**src/rtl/multicycle_control_pkg.sv**
```systemverilog
// Shared definitions for the multicycle MIPS main controller: opcodes, ALUOp codes,
// mux-select codes and the FSM state encoding.
package multicycle_control_pkg;

  localparam logic [5:0] OP_RTYPE = 6'b000000;
  localparam logic [5:0] OP_LW    = 6'b100011;
  localparam logic [5:0] OP_SW    = 6'b101011;
  localparam logic [5:0] OP_BEQ   = 6'b000100;
  localparam logic [5:0] OP_ADDI  = 6'b001000;
  localparam logic [5:0] OP_J     = 6'b000010;

  localparam logic [1:0] ALUOP_ADD = 2'b00;
  localparam logic [1:0] ALUOP_SUB = 2'b01;
  localparam logic [1:0] ALUOP_R   = 2'b10;

  localparam logic [1:0] PCSRC_ALU    = 2'b00;
  localparam logic [1:0] PCSRC_ALUOUT = 2'b01;
  localparam logic [1:0] PCSRC_JUMP   = 2'b10;

  localparam logic [1:0] SRCB_B       = 2'b00;
  localparam logic [1:0] SRCB_FOUR    = 2'b01;
  localparam logic [1:0] SRCB_IMM     = 2'b10;
  localparam logic [1:0] SRCB_IMM_SH2 = 2'b11;

  typedef enum logic [3:0] {
    S_FETCH  = 4'd0,
    S_DECODE = 4'd1,
    S_MEMADR = 4'd2,
    S_MEMRD  = 4'd3,
    S_MEMWB  = 4'd4,
    S_MEMWR  = 4'd5,
    S_EXEC   = 4'd6,
    S_ALUWB  = 4'd7,
    S_BRANCH = 4'd8,
    S_ADDIEX = 4'd9,
    S_ADDIWB = 4'd10,
    S_JUMP   = 4'd11,
    S_TRAP   = 4'd12
  } state_t;

  typedef enum logic [2:0] {
    OPC_LOAD,
    OPC_STORE,
    OPC_RTYPE,
    OPC_BEQ,
    OPC_ADDI,
    OPC_JUMP,
    OPC_ILLEGAL
  } op_class_t;

endpackage

```
**src/rtl/multicycle_control.sv**
```systemverilog
// Moore FSM main controller for the multicycle MIPS datapath with a variable-latency
// memory handshake, optional ADDI/J decode and an illegal-opcode trap.
module multicycle_control
  import multicycle_control_pkg::*;
#(
  parameter int unsigned OPW         = 6,
  parameter bit          ENABLE_ADDI = 1'b1,
  parameter bit          ENABLE_J    = 1'b1,
  parameter bit          USE_MEM_RDY = 1'b1
) (
  input  logic           clk,
  input  logic           reset,
  input  logic [OPW-1:0] Opcode,
  input  logic           mem_ready,
  output logic           mem_req,
  output logic           IorD,
  output logic           IRWrite,
  output logic           MemWrite,
  output logic           PCWrite,
  output logic           Branch,
  output logic [1:0]     PCSrc,
  output logic           ALUSrcA,
  output logic [1:0]     ALUSrcB,
  output logic [1:0]     ALUOp,
  output logic           RegDst,
  output logic           MemtoReg,
  output logic           RegWrite,
  output logic           illegal_op,
  output logic [3:0]     state_o
);

  state_t    state_q, state_d;
  logic      mem_ok;
  op_class_t op_class;

  function automatic op_class_t classify(input logic [OPW-1:0] op);
    op_class_t c;
    c = OPC_ILLEGAL;
    if (op == OPW'(OP_LW))                    c = OPC_LOAD;
    else if (op == OPW'(OP_SW))               c = OPC_STORE;
    else if (op == OPW'(OP_RTYPE))            c = OPC_RTYPE;
    else if (op == OPW'(OP_BEQ))              c = OPC_BEQ;
    else if (ENABLE_ADDI && op == OPW'(OP_ADDI)) c = OPC_ADDI;
    else if (ENABLE_J && op == OPW'(OP_J))    c = OPC_JUMP;
    return c;
  endfunction

  assign mem_ok   = USE_MEM_RDY ? mem_ready : 1'b1;
  assign op_class = classify(Opcode);

  always_ff @(posedge clk) begin
    if (reset) state_q <= S_FETCH;
    else       state_q <= state_d;
  end

  always_comb begin
    state_d = state_q;
    case (state_q)
      S_FETCH:  if (mem_ok) state_d = S_DECODE;
      S_DECODE: begin
        case (op_class)
          OPC_LOAD, OPC_STORE: state_d = S_MEMADR;
          OPC_RTYPE:           state_d = S_EXEC;
          OPC_BEQ:             state_d = S_BRANCH;
          OPC_ADDI:            state_d = S_ADDIEX;
          OPC_JUMP:            state_d = S_JUMP;
          default:             state_d = S_TRAP;
        endcase
      end
      // Opcode is re-sampled here; anything other than LW/SW by now is treated as illegal.
      S_MEMADR: begin
        case (op_class)
          OPC_LOAD:  state_d = S_MEMRD;
          OPC_STORE: state_d = S_MEMWR;
          default:   state_d = S_TRAP;
        endcase
      end
      S_MEMRD:  if (mem_ok) state_d = S_MEMWB;
      S_MEMWR:  if (mem_ok) state_d = S_FETCH;
      S_EXEC:   state_d = S_ALUWB;
      S_ADDIEX: state_d = S_ADDIWB;
      S_MEMWB, S_ALUWB, S_BRANCH, S_ADDIWB, S_JUMP, S_TRAP: state_d = S_FETCH;
      default:  state_d = S_FETCH;
    endcase
  end

  always_comb begin
    mem_req    = 1'b0;
    IorD       = 1'b0;
    IRWrite    = 1'b0;
    MemWrite   = 1'b0;
    PCWrite    = 1'b0;
    Branch     = 1'b0;
    PCSrc      = PCSRC_ALU;
    ALUSrcA    = 1'b0;
    ALUSrcB    = SRCB_B;
    ALUOp      = ALUOP_ADD;
    RegDst     = 1'b0;
    MemtoReg   = 1'b0;
    RegWrite   = 1'b0;
    illegal_op = 1'b0;
    state_o    = reset ? '0 : state_q;
    if (!reset) begin
      case (state_q)
        S_FETCH: begin
          mem_req = 1'b1;
          ALUSrcB = SRCB_FOUR;
          IRWrite = mem_ok;
          PCWrite = mem_ok;
        end
        S_DECODE: ALUSrcB = SRCB_IMM_SH2;
        S_MEMADR: begin
          ALUSrcA = 1'b1;
          ALUSrcB = SRCB_IMM;
        end
        S_MEMRD: begin
          mem_req = 1'b1;
          IorD    = 1'b1;
        end
        S_MEMWB: begin
          RegWrite = 1'b1;
          MemtoReg = 1'b1;
        end
        S_MEMWR: begin
          mem_req  = 1'b1;
          IorD     = 1'b1;
          MemWrite = mem_ok;
        end
        S_EXEC: begin
          ALUSrcA = 1'b1;
          ALUOp   = ALUOP_R;
        end
        S_ALUWB: begin
          RegWrite = 1'b1;
          RegDst   = 1'b1;
        end
        S_BRANCH: begin
          ALUSrcA = 1'b1;
          ALUOp   = ALUOP_SUB;
          PCSrc   = PCSRC_ALUOUT;
          Branch  = 1'b1;
        end
        S_ADDIEX: begin
          ALUSrcA = 1'b1;
          ALUSrcB = SRCB_IMM;
        end
        S_ADDIWB: RegWrite = 1'b1;
        S_JUMP: begin
          PCWrite = 1'b1;
          PCSrc   = PCSRC_JUMP;
        end
        S_TRAP:   illegal_op = 1'b1;
        default:  ;
      endcase
    end
  end

endmodule

```
**config.mk**
```make
export PLATFORM = sky130hd
export DESIGN_NAME = multicycle_control
export DESIGN_NICKNAME = d
export VERILOG_FILES = /design/src/rtl/multicycle_control_pkg.sv /design/src/rtl/multicycle_control.sv
export SDC_FILE = /design/constraint.sdc
export NUM_CORES = 1
export LEC_CHECK = 0
export CAP_MARGIN = 15
export CORE_MARGIN = 2
export CORE_UTILIZATION = 43
export DETAILED_ROUTE_END_ITERATION = 8
export GPL_TIMING_DRIVEN = 0
export PLACE_DENSITY_LB_ADDON = 0.15
export SLEW_MARGIN = 15
export SYNTH_ARGS = -nofsm -noshare
export SYNTH_HDL_FRONTEND = slang
export SYNTH_SLANG_ARGS = --single-unit
export TNS_END_PERCENT = 30
```
**constraint.sdc**
```tcl
create_clock -name clk -period 2.7 [get_ports clk]
set_clock_uncertainty 0.05 [all_clocks]
set_input_delay 0.54 -clock clk [delete_from_list [all_inputs] [get_ports clk]]
set_output_delay 0.54 -clock clk [all_outputs]
set_load 0.01 [all_outputs]
```
# Word-level counts from Yosys, hierarchy flattened
# Cells that the tools add are included.
dict set report op_classes {
  eq_ne 25
  muxes 41
  n_reduce_logical 10
}
# op count
set ops {}
lappend ops {{$pmux W4 S7} 1}
lappend ops {{$mux W1} 21}
lappend ops {{$eq A4 B4 Y1 const B} 5}
lappend ops {{$pmux W4 S5} 1}
lappend ops {{$eq A4 B3 Y1 const B} 4}
lappend ops {{$mux W4} 4}
lappend ops {{$eq A6 B6 Y1 const B} 2}
lappend ops {{$mux W3} 4}
lappend ops {{$mux W2} 5}
lappend ops {{$eq A4 B2 Y1 const B} 2}
lappend ops {{$pmux W2 S2} 2}
lappend ops {{$pmux W4 S2} 1}
lappend ops {{$eq A3 B2 Y1 const B} 2}
lappend ops {{$eq A3 B3 Y1 const B} 2}
lappend ops {{$eq A6 B2 Y1 const B} 1}
lappend ops {{$eq A6 B3 Y1 const B} 1}
lappend ops {{$eq A6 B4 Y1 const B} 1}
lappend ops {{$logic_not A6 Y1} 1}
lappend ops {{$ne A2 B2 Y1 const B} 3}
lappend ops {{$pmux W2 S3} 1}
lappend ops {{$reduce_or A2 Y1} 3}
lappend ops {{$reduce_or A3 Y1} 2}
lappend ops {{$eq A4 B1 Y1 const B} 1}
lappend ops {{$logic_not A4 Y1} 1}
lappend ops {{5 further kinds} 5}
dict set report totals {
  register_bits 4
  input_bits 9
  out_inout_bits 21
}

# Depth between registers and ports, before layout
dict set report depth {
  word_depth 11
  depth_mapped 5
}

# Worst setup path after synthesis
# No wires, ideal clock.
dict set report synth_timing {
  path_type {input to output}
  start {in reset}
  end {out ALUOp[0]}
  t_arrival_ns 1.510
  required_time_ns 2.110
  setup_slack_ns 0.600
  stages 3
  path_buffers 2
  cell_sequence {clkbuf_1 nor4_1 buf_4}
}
dict set report synth_via {
  elab_chain_len 1
}
# element line_no
set synth_lines {}
lappend synth_lines {{start: declaration} multicycle_control.sv:12} ;# input logic reset,
lappend synth_lines {{$mux W2} multicycle_control.sv:103} ;# if (!reset) begin
lappend synth_lines {{end: declaration} multicycle_control.sv:24} ;# output logic [1:0] ALUOp,
# Every way passes these cells.

# Final worst setup path
dict set report layout_timing {
  start {reg state_q[2]}
  end {out RegWrite}
}
dict set report layout_via {
  elab_chain_len 4
  word_cells_on_any_way 6
  classes_between {3 x eq/ne; 2 x mux; 1 x reduce/logical}
}
# element line_no
set layout_lines {}
lappend layout_lines {{start: declaration} multicycle_control.sv:32} ;# state_t state_q, state_d;
lappend layout_lines {{start signal: assignment} multicycle_control.sv:53} ;# else state_q <= state_d;
lappend layout_lines {{$eq A4 B4 Y1 / $eq A4 B3 Y1 (equally long branches)} multicycle_control.sv:104} ;# case (state_q)
lappend layout_lines {{$reduce_or A3 Y1 (no line) *} -}
lappend layout_lines {{$mux W1 *} multicycle_control.sv:104}
lappend layout_lines {{$mux W1 *} multicycle_control.sv:103}
lappend layout_lines {{end: declaration} multicycle_control.sv:27} ;# output logic RegWrite,
# Every way passes the cells marked *; elsewhere a longest branch is shown, timed or not.

==> impl_metrics.ini <==
[timing]
setup_slack_ps = 69.86
finalSetupViolCount = 0
hold_violations = 0
period_needed_ps = 2630
post-route-period-util = 0.9741
max_freq_ghz = 0.3802
rsz0062_at_grt = true
max_slew_margin = 0.7301
tightest_slew_ps = 404.9
setup_tns_ps = 0
finalMaxSlewViolations = 0

[critical_path]
critPathLaunchType = flop
crit_path_max_fanout = 10
r2r_start = state_q[3]
rr_endpoint = state_q[1]
cp-end-kind = output port
critical_path_required_ps = 2110
cp.arrival_ps = 2040
path_class = flop to output port
rr_worst_depth = 5
reg2reg_setup_slack_ps = 1100

[synth]
synth_area_leaders = dfxtp_1 13%, nor2_1 8.5%, nand2b_1 7.1%
synth_seq_cells = 4
yosysTopAreaCell = dfxtp_1
synth_warnings = 0
netlist_top_cells_count = 14 x nor2_1, 8 x nor3_1, 7 x nand2b_1
synth_cell_type_count = 36
synthFlopType = dfxtp_1
synth_top_area_share = 0.1290
syn_area_per_cell_um2 = 6.602
synthCells = 94
synth_most_common_cell = nor2_1
synthesis.area_um2 = 620.6
synth_edf_count = 0
syn_nets = 103
async_flop_share = 0
ys_seq_area_frac = 0.1290

[power_and_ir_drop]
peakVddDrop_mv = 0.1492
p_int_w = 0.0002063
power.switching_w = 0.0001279
combinationalPowerShare = 0.565
seqPwrFrac = 0.208
p_clk_frac = 0.227
leakage_nw = 0.4167
switching_share = 0.3827
p_per_area_mw_per_mm2 = 339.8

[floorplan]
dieArea_mm2 = 0.001763
fp.dieW_um = 41.99
io_pins = 30
core_area_mm2 = 0.001318
fp.dieH_um = 41.99
start_util = 0.4710
core.rowCount = 13

[routing]
drtIter0Drc = 30
drt-total-wl_mm = 1.869
viasPerCell = 5.879
num_vias = 829
drt_pre_antenna_iters = 4
drc = 0
ant_nets = 0
wire_per_inst_um = 13.26

[clock_network]
htree_levels = 1
post-cts-setup-buffer-count = 0
insertion_delay_ps = 240
cts_tree = built
max-clock-path-buffers = 2
cts_sinks = 4
cts-buffers-inserted = 3
path_clk_slew_ps = 40
cts-hold-fix-buffers = 0
cts-root-buf = clkbuf_4

[min_path]
min_from = state_q[1]
hold_path.class = flop to flop
min_to = state_q[2]
hold_depth = 3

[global_route]
grt_max_degree = 11
grt_use_total = 0.2157
antenna_found_initial = 0
grt_pass1_wl_mm = 2.987
grt_overflow = 0
grt_pass1_vias = 689

[flow_run]
maxCapViolations = 0

[placement]
gp_congestion = 0.8620
portBuffers = 29
post-place-cells = 138
dp_hpwl_mm = 1.425
dpl_cell_area_um2 = 929.6
pre_cts_ws_ps = -292.7

[finish]
area_growth_pct = 58.47
nNetsFinal = 137
top_register = state_q
drive_gt1_frac = 0.1429
fin_area_um2 = 983.4
diodes = 0
instances_no_fill = 141
utilization = 0.7464
reg_top3 = state_q x4
largest_reg_flops = 4

[run_status]
status = complete, no violations
## cell type report
type / instances / area, µm²
buffer: 10 / 72.57
clock buffer: 3 / 22.52
fill: 118 / 334.1
inverter: 5 / 18.77
multi-input combinational: 75 / 479.2
sequential: 4 / 81.33
tap: 15 / 18.77
timing repair buffer: 29 / 290.3
## power groups by stage
stage / clock network (W) / registers, W / logic [W]
after floorplan: 0 / 0.0000693 / 0.000114
after detailed placement: 0 / 0.0000701 / 0.000181
final: 0.0000759 / 0.0000694 / 0.000189
after CTS: 0.0000783 / 0.0000693 / 0.000186
after global placement: 0 / 0.0000698 / 0.000180
after global routing: 0.0000843 / 0.0000701 / 0.000205
## cells by family (layout without fill, tap and decap cells)
| logic type | Yosys count | count (layout) | synth area share |
|---|---|---|---|
| flip-flops | 4 | 4 | 0.1290 |
| AO/OA/AOI/OAI | 22 | 22 | 0.2561 |
| XOR/XNOR | 2 | 2 | 0.02823 |
| buffers and inverters | 15 | 47 | 0.1311 |
| AND/OR/NAND/NOR | 51 | 51 | 0.4556 |
## critical path: stages, from the launching register on
cell,delay (ps)
dfxtp_1,380
buf_4,200
buf_4,200
nor4bb_1,280
a31oi_1,70
nor2_1,110
clkdlybuf4s50_1,540
## how the worst max path moves through the flow
| stage | endpoint | slack [ps] | from |
|---|---|---|---|
| after floorplan | ALUOp[0] | 600 | reset |
| after global placement | PCWrite | -250 | reset |
| after detailed placement | PCWrite | -290 | reset |
| after CTS | mem_req | -30 | reset |
| after global routing | RegWrite | -20 | state_q[2] |
| final | RegWrite | 70 | state_q[2] |
## placed cells by master, fill, tap and decap left out, types with 2 or more instances in the layout
cell | netlist | final
a21oi_1 | 5 | 5
and3_1 | 2 | 2
buf_4 | 4 | 6
clkbuf_4 | 0 | 4
clkdlybuf4s50_1 | 0 | 23
dfxtp_1 | 4 | 3
dlygate4sd2_1 | 0 | 4
dlymetal6s2s_1 | 0 | 2
inv_1 | 5 | 5
nand2_1 | 6 | 6
nand2b_1 | 7 | 7
nand3_1 | 2 | 2
nand4b_1 | 2 | 2
nor2_1 | 14 | 14
nor2b_1 | 2 | 2
nor3_1 | 8 | 7
nor4_1 | 4 | 3
o211ai_1 | 2 | 2
o21ai_0 | 3 | 3
## metrics by stage
stage	total power, W	hold WS [ps]
2_1_floorplan	0.0001828	618.1
3_3_place_gp	0.0002496	667.0
5_1_grt	0.0003598	731.5
4_1_cts	0.0003339	680.5
6_report	0.0003342	675.2
3_5_place_dp	0.0002507	684.8
## layer usage
metal | track usage | routed length (µm)
met1 | 0.2727 | 821
met2 | 0.3563 | 892
met4 | 0.09032 | 19
met5 | 0 | 0
met3 | 0.03879 | 136
## what timing repair did
item / CTS / global route
resized for setup: 10 / 6
endpoints found under the setup margin: 12 / 8
cloned: 0 / 0
pin swaps: 0 / 1
Note: power is estimated with default switching activity, not from simulation.
